**src/rtl/addsub_pkg.sv**
```systemverilog
// rtl/addsub_pkg.sv - shared operation encodings for the pipelined adder/subtractor
package addsub_pkg;

    // Operation select on i_op
    localparam logic ADDSUB_OP_ADD = 1'b0;
    localparam logic ADDSUB_OP_SUB = 1'b1;

endpackage

```
**src/rtl/addsub_slice.sv**
```systemverilog
// rtl/addsub_slice.sv - SW-bit combinational slice adder used once per pipeline stage
//
// Ports:
//   a, b  : SW-bit slice operands (b already conditionally inverted by the caller)
//   cin   : carry into the slice
//   sum   : SW-bit slice sum
//   cout  : carry out of the slice
module addsub_slice
    import addsub_pkg::*;
#(
    parameter int SW = 8
) (
    input  logic [SW-1:0] a,
    input  logic [SW-1:0] b,
    input  logic          cin,
    output logic [SW-1:0] sum,
    output logic          cout
);

    assign {cout, sum} = {1'b0, a} + {1'b0, b} + {{SW{1'b0}}, cin};

endmodule

```
**src/rtl/addsub_pipe.sv**
```systemverilog
// rtl/addsub_pipe.sv - pipelined two's-complement adder/subtractor with valid/ready handshake
//
// The WIDTH-bit carry chain is cut into STAGES equal slices; stage k adds
// slice k and passes its carry to stage k+1, so each stage only spans SW bits.
// All stages move together on a single global advance (no bubble collapsing).
//
// Parameters:
//   WIDTH  : operand/result width, multiple of STAGES
//   STAGES : number of pipeline stages (1..WIDTH)
//
// Ports:
//   i_clk, i_rst       : clock (rising edge), asynchronous active-high reset
//   i_valid / o_ready  : input bundle handshake
//   i_op               : 0 = add, 1 = subtract
//   i_dataA, i_dataB   : operands
//   i_cin              : carry-in (1 for a true A-B)
//   o_valid / i_ready  : result handshake
//   o_res              : result
//   o_cout             : carry-out on add, borrow on subtract
//   o_ovf, o_zero      : signed overflow / result-is-zero
//
// Build option ADDSUB_FLAGS_EN: when defined, o_ovf and o_zero are computed and
// registered with the final stage; otherwise they are tied to 0.
module addsub_pipe
    import addsub_pkg::*;
#(
    parameter int WIDTH  = 32,
    parameter int STAGES = 4
) (
    input  logic             i_clk,
    input  logic             i_rst,
    input  logic             i_valid,
    output logic             o_ready,
    input  logic             i_op,
    input  logic [WIDTH-1:0] i_dataA,
    input  logic [WIDTH-1:0] i_dataB,
    input  logic             i_cin,
    output logic             o_valid,
    input  logic             i_ready,
    output logic [WIDTH-1:0] o_res,
    output logic             o_cout,
    output logic             o_ovf,
    output logic             o_zero
);

    localparam int SW   = WIDTH / STAGES;
    localparam int LAST = STAGES - 1;

    // Per-stage registers. Operands travel whole; each stage only consumes its own slice.
    logic [WIDTH-1:0]  a_q   [STAGES];
    logic [WIDTH-1:0]  a_d   [STAGES];
    logic [WIDTH-1:0]  bx_q  [STAGES];
    logic [WIDTH-1:0]  bx_d  [STAGES];
    logic [WIDTH-1:0]  res_q [STAGES];
    logic [WIDTH-1:0]  res_d [STAGES];
    logic [STAGES-1:0] c_q,   c_d;
    logic [STAGES-1:0] op_q,  op_d;
    logic [STAGES-1:0] vld_q, vld_d;

    // What each stage sees at its input: the input bundle for stage 0,
    // the previous stage's registers otherwise.
    logic [WIDTH-1:0]  in_a   [STAGES];
    logic [WIDTH-1:0]  in_bx  [STAGES];
    logic [WIDTH-1:0]  in_res [STAGES];
    logic [STAGES-1:0] in_c;
    logic [STAGES-1:0] in_op;
    logic [STAGES-1:0] in_vld;

    logic [SW-1:0]     sl_sum [STAGES];
    logic [STAGES-1:0] sl_cout;

    logic advance;

    assign o_valid = vld_q[LAST];
    assign advance = ~o_valid | i_ready;
    assign o_ready = advance;

    genvar k;
    generate
        for (k = 0; k < STAGES; k++) begin : gen_stage
            if (k == 0) begin : gen_first
                assign in_a[k]   = i_dataA;
                assign in_bx[k]  = (i_op == ADDSUB_OP_SUB) ? ~i_dataB : i_dataB;
                assign in_res[k] = '0;
                assign in_c[k]   = i_cin;
                assign in_op[k]  = i_op;
                assign in_vld[k] = i_valid;
            end else begin : gen_next
                assign in_a[k]   = a_q[k-1];
                assign in_bx[k]  = bx_q[k-1];
                assign in_res[k] = res_q[k-1];
                assign in_c[k]   = c_q[k-1];
                assign in_op[k]  = op_q[k-1];
                assign in_vld[k] = vld_q[k-1];
            end

            addsub_slice #(
                .SW (SW)
            ) u_slice (
                .a    (in_a[k][k*SW +: SW]),
                .b    (in_bx[k][k*SW +: SW]),
                .cin  (in_c[k]),
                .sum  (sl_sum[k]),
                .cout (sl_cout[k])
            );
        end
    endgenerate

    always_comb begin
        c_d   = sl_cout;
        op_d  = in_op;
        vld_d = in_vld;
        for (int s = 0; s < STAGES; s++) begin
            a_d[s]   = in_a[s];
            bx_d[s]  = in_bx[s];
            res_d[s] = in_res[s];
            // Lower slices pass through; this stage fills in its own slice.
            res_d[s][s*SW +: SW] = sl_sum[s];
        end
    end

    always_ff @(posedge i_clk or posedge i_rst) begin
        if (i_rst) begin
            c_q   <= '0;
            op_q  <= '0;
            vld_q <= '0;
            for (int s = 0; s < STAGES; s++) begin
                a_q[s]   <= '0;
                bx_q[s]  <= '0;
                res_q[s] <= '0;
            end
        end else if (advance) begin
            c_q   <= c_d;
            op_q  <= op_d;
            vld_q <= vld_d;
            for (int s = 0; s < STAGES; s++) begin
                a_q[s]   <= a_d[s];
                bx_q[s]  <= bx_d[s];
                res_q[s] <= res_d[s];
            end
        end
    end

    assign o_res  = res_q[LAST];
    // The raw carry of A + ~B + 1 is "no borrow", so subtract reports its inverse.
    assign o_cout = (op_q[LAST] == ADDSUB_OP_SUB) ? ~c_q[LAST] : c_q[LAST];

`ifdef ADDSUB_FLAGS_EN
    logic ovf_q, ovf_d;
    logic zero_q, zero_d;

    // Flags are formed from the final stage's next-state so they register
    // alongside the result and stay 0 after reset.
    always_comb begin
        ovf_d  = (in_a[LAST][WIDTH-1] == in_bx[LAST][WIDTH-1]) &&
                 (res_d[LAST][WIDTH-1] != in_a[LAST][WIDTH-1]);
        zero_d = (res_d[LAST] == '0);
    end

    always_ff @(posedge i_clk or posedge i_rst) begin
        if (i_rst) begin
            ovf_q  <= 1'b0;
            zero_q <= 1'b0;
        end else if (advance) begin
            ovf_q  <= ovf_d;
            zero_q <= zero_d;
        end
    end

    assign o_ovf  = ovf_q;
    assign o_zero = zero_q;
`else
    assign o_ovf  = 1'b0;
    assign o_zero = 1'b0;
`endif

endmodule
```
**config.mk**
```make
export PLATFORM = sky130hd
export DESIGN_NAME = addsub_pipe
export DESIGN_NICKNAME = d
export VERILOG_FILES = /design/src/rtl/addsub_pkg.sv /design/src/rtl/addsub_slice.sv /design/src/rtl/addsub_pipe.sv
export SDC_FILE = /design/constraint.sdc
export NUM_CORES = 1
export LEC_CHECK = 0
export CAP_MARGIN = 20
export CORE_ASPECT_RATIO = 2
export CORE_MARGIN = 4
export CORE_UTILIZATION = 35
export DETAILED_ROUTE_END_ITERATION = 12
export PLACE_DENSITY = 0.56
export SYNTH_ARGS = -nofsm -noshare
export SYNTH_HDL_FRONTEND = slang
export SYNTH_HIERARCHICAL = 1
export SYNTH_SLANG_ARGS = --single-unit
```
**constraint.sdc**
```tcl
create_clock -name i_clk -period 13.6 [get_ports i_clk]
set_input_delay 2.04 -clock i_clk [delete_from_list [all_inputs] [get_ports i_clk]]
set_output_delay 2.04 -clock i_clk [all_outputs]
set_load 0.02 [all_outputs]
```
==> impl_metrics.json <==
{
  "seq_area_frac_synth_pct": 51.9,
  "drv.max_cap_violation_count": 0,
  "clk_path_buf_depth": 2,
  "worst_hold_path_type": "flop to flop",
  "clk_pin_slew_worst_paths_ns": 0.07,
  "post_route_cells_drive_above_1_share_pct": 32.2,
  "setup.worst_path.end_class": "primary output",
  "post-synth-top-area-cell": "sky130_fd_sc_hd__dfrtp_1",
  "fp.dieH_um": 235,
  "layout.nets": 813,
  "synth.top_cells.by_area": "sky130_fd_sc_hd__dfrtp_1 52%, sky130_fd_sc_hd__mux2_4 17%, sky130_fd_sc_hd__mux2_2 11%",
  "route.detailed.vias_per_inst": 4.75,
  "worst-path-max-fanout": 24,
  "status": "finished, final reports clean",
  "power_w": 0.00272,
  "synthFlopType": "sky130_fd_sc_hd__dfrtp_1",
  "vias": 5039,
  "initial_utilization_pct": 35.4,
  "pin_count": 107,
  "cp_data_required_time_ns": 11.56,
  "totalNegativeSetupSlack_ns": 0,
  "post_synth_instance_area_um2": 9060,
  "place_congestion": 0.808,
  "synth.top_cells.by_count": "188 x sky130_fd_sc_hd__dfrtp_1, 100 x sky130_fd_sc_hd__mux2_4, 87 x sky130_fd_sc_hd__mux2_2",
  "timing.fmax_mhz": 179,
  "wire_per_inst_um": 16.8,
  "dpl-instance-area_um2": 10300,
  "drc": 0,
  "setup_violations": 0,
  "multiInputGateArea_um2": 4080,
  "flop_and_latch_count_out_of_synthesis": 188,
  "grt_pass1_wl_um": 29400,
  "worst_clock_skew_ns": 0.00667,
  "core_um2": 25500,
  "placement.io_buffers": 104,
  "ctsRootBufferMaster": "sky130_fd_sc_hd__clkbuf_16",
  "via_count_of_the_first_global_routing_pass": 5706,
  "power_leakage_nw": 4.95,
  "startpoint_type": "input port",
  "register_area_um2": 4700,
  "worstSetupPathType": "input port to primary output",
  "detailedPlacementHpwl_um": 12400,
  "floorplan.die_area_um2": 28700,
  "cts_max_level": 4,
  "grt_max_degree": 119,
  "grt_setup_unrepaired": "no",
  "areaGrowthSynthToFinish_pct": 21.7,
  "postCtsResizedCells": 0,
  "hold_violation_total_from_the_final_report": 0,
  "synth_warnings": 6,
  "timing.slew.headroom_pct": 33.2,
  "async_flop_share_pct": 100,
  "critical_path_arrival_ns": 3.54,
  "tritoncts_num_sinks": 188,
  "stdcell_area_um2": 11000,
  "final.min_clock_period_ns": 5.58,
  "ir_worst_vdd_uv": 118,
  "placed_cells": 1028,
  "ratio_of_final_minimum_period_to_clock_period_pct": 41.0,
  "num_antenna_cells": 0,
  "synth_cell_type_count": 35,
  "slew_violations": 0,
  "post-cts-setup-buffers": 0,
  "wl_um": 17800,
  "rows": 83,
  "postSynthCellCount": 605,
  "synth.avg_cell_area_um2": 15.0,
  "layout.filler_cells": 2361,
  "synth.top_cell.area_share_pct": 51.9,
  "cts.hold.buffers_added": 0,
  "clock_latency_ns": 0.44,
  "power-per-cell-area_nw_per_um2": 247,
  "antenna_violating_nets_post_route": 0,
  "synth_enable_flop_cells": 0,
  "synth_most_common_cell": "sky130_fd_sc_hd__dfrtp_1",
  "worst_slew_pin_slew_ns": 1.00,
  "first_iter_violations": 200,
  "detail_route.first_pass.iterations": 5,
  "antenna_found_initial": 0,
  "grt-ovfl-total": 0,
  "cts_inserted_buffers": 17,
  "tritoncts": "yes",
  "grt_util_all_layers_pct": 13.3,
  "final_cells": 1060,
  "die_width_um": 122
}
## critical path: stages
cell and delay, ns:
sky130_fd_sc_hd__clkdlybuf4s50_1 0.45, sky130_fd_sc_hd__nand2b_4 0.36, sky130_fd_sc_hd__clkdlybuf4s50_1 0.69
## final timing paths
check	startpoint	slack, ns	depth (start not counted)	end
max in group asynchronous	i_rst	9.96	3	o_res[13]
hold / removal	in_res[2]	0.50	1	in_res[2]
setup / recovery	i_ready	8.02	3	o_ready
hold reg to reg	in_res[2]	0.50	1	in_res[2]
setup reg to reg	vld_q[3]	10.54	4	o_res[16]
min in group asynchronous	i_rst	2.14	2	a_d[74]
## flip-flops by register name, summed over array words and instances (netlist names)
register  flops
a_d          48
bx_d         48
c_q           4
in_res       48
o_res        32
op_q          4
vld_q         4
## layout by cell type, fill, tap and decap left out, drive strengths merged
master | netlist | final
dfrtp | 188 | 188
mux2 | 187 | 187
clkdlybuf4s50 | 0 | 103
xor2 | 41 | 41
ha | 28 | 28
a21oi | 20 | 20
clkbuf | 0 | 19
inv | 13 | 16
nand2 | 11 | 11
nand3 | 8 | 8
a21o | 8 | 8
xnor2 | 8 | 8
a311o | 8 | 8
fa | 8 | 8
nor2b | 7 | 7
nor3 | 7 | 7
bufinv | 0 | 6
nor2 | 6 | 6
buf | 27 | 6
o21ai | 4 | 4
nor4 | 4 | 4
o21bai | 4 | 4
a2111oi | 3 | 3
mux2i | 3 | 3
a221oi | 3 | 3
nand2b | 3 | 3
conb | 1 | 2
clkinvlp | 0 | 2
clkinv | 0 | 2
o21a | 1 | 1
nand3b | 1 | 1
o221a | 1 | 1
nand4 | 1 | 1
o211ai | 1 | 1
## cell families (layout without fill, tap and decap cells)
kind of cell	Yosys count	count (layout)	share of synthesized area [%]
other	1	2	0.0414
xor gates and xnor gates	49	49	4.74
adders and majority gates	36	36	5.64
AOI/OAI and AO/OA	53	53	4.12
buffers and inverters	40	154	3.05
muxes	190	190	27.7
and+or+nand+nor	48	48	2.74
DFF	188	188	51.9
## cell type report
type                       count  area share (%)
inverter                      13           0.511
clock buffer                  19            4.02
multi-input combinational    378            37.0
sequential                   188            42.7
tap                          340            3.86
timing repair buffer         109            9.74
clock inverter                13            2.15
## power breakdown
| group | internal (W) | switching, W |
|---|---|---|
| Clock | 0.000352 | 0.000219 |
| Sequential | 0.000815 | 0.000150 |
| Combinational | 0.000670 | 0.000514 |
| Total | 0.00184 | 0.000883 |
## per-layer routing
layer  wire length [um]  part of all wire [%]  track usage (%)
met2               9840                    55             23.8
met3                496                   2.8             2.40
met5                  0                     0                0
met1               6870                    39             14.2
met4                631                   3.5             7.68
## metrics by stage
step                      utilization [%]  worst slack (ns)  hold slack (ns)
after floorplan                         -              6.45            0.430
after global placement               40.5              8.00            0.447
after detailed placement             40.5              8.01            0.477
after CTS                            43.1              8.01            0.502
after global routing                 43.1              7.95            0.508
final                                43.1              8.02            0.501
Power figures use the tool's default switching activity.
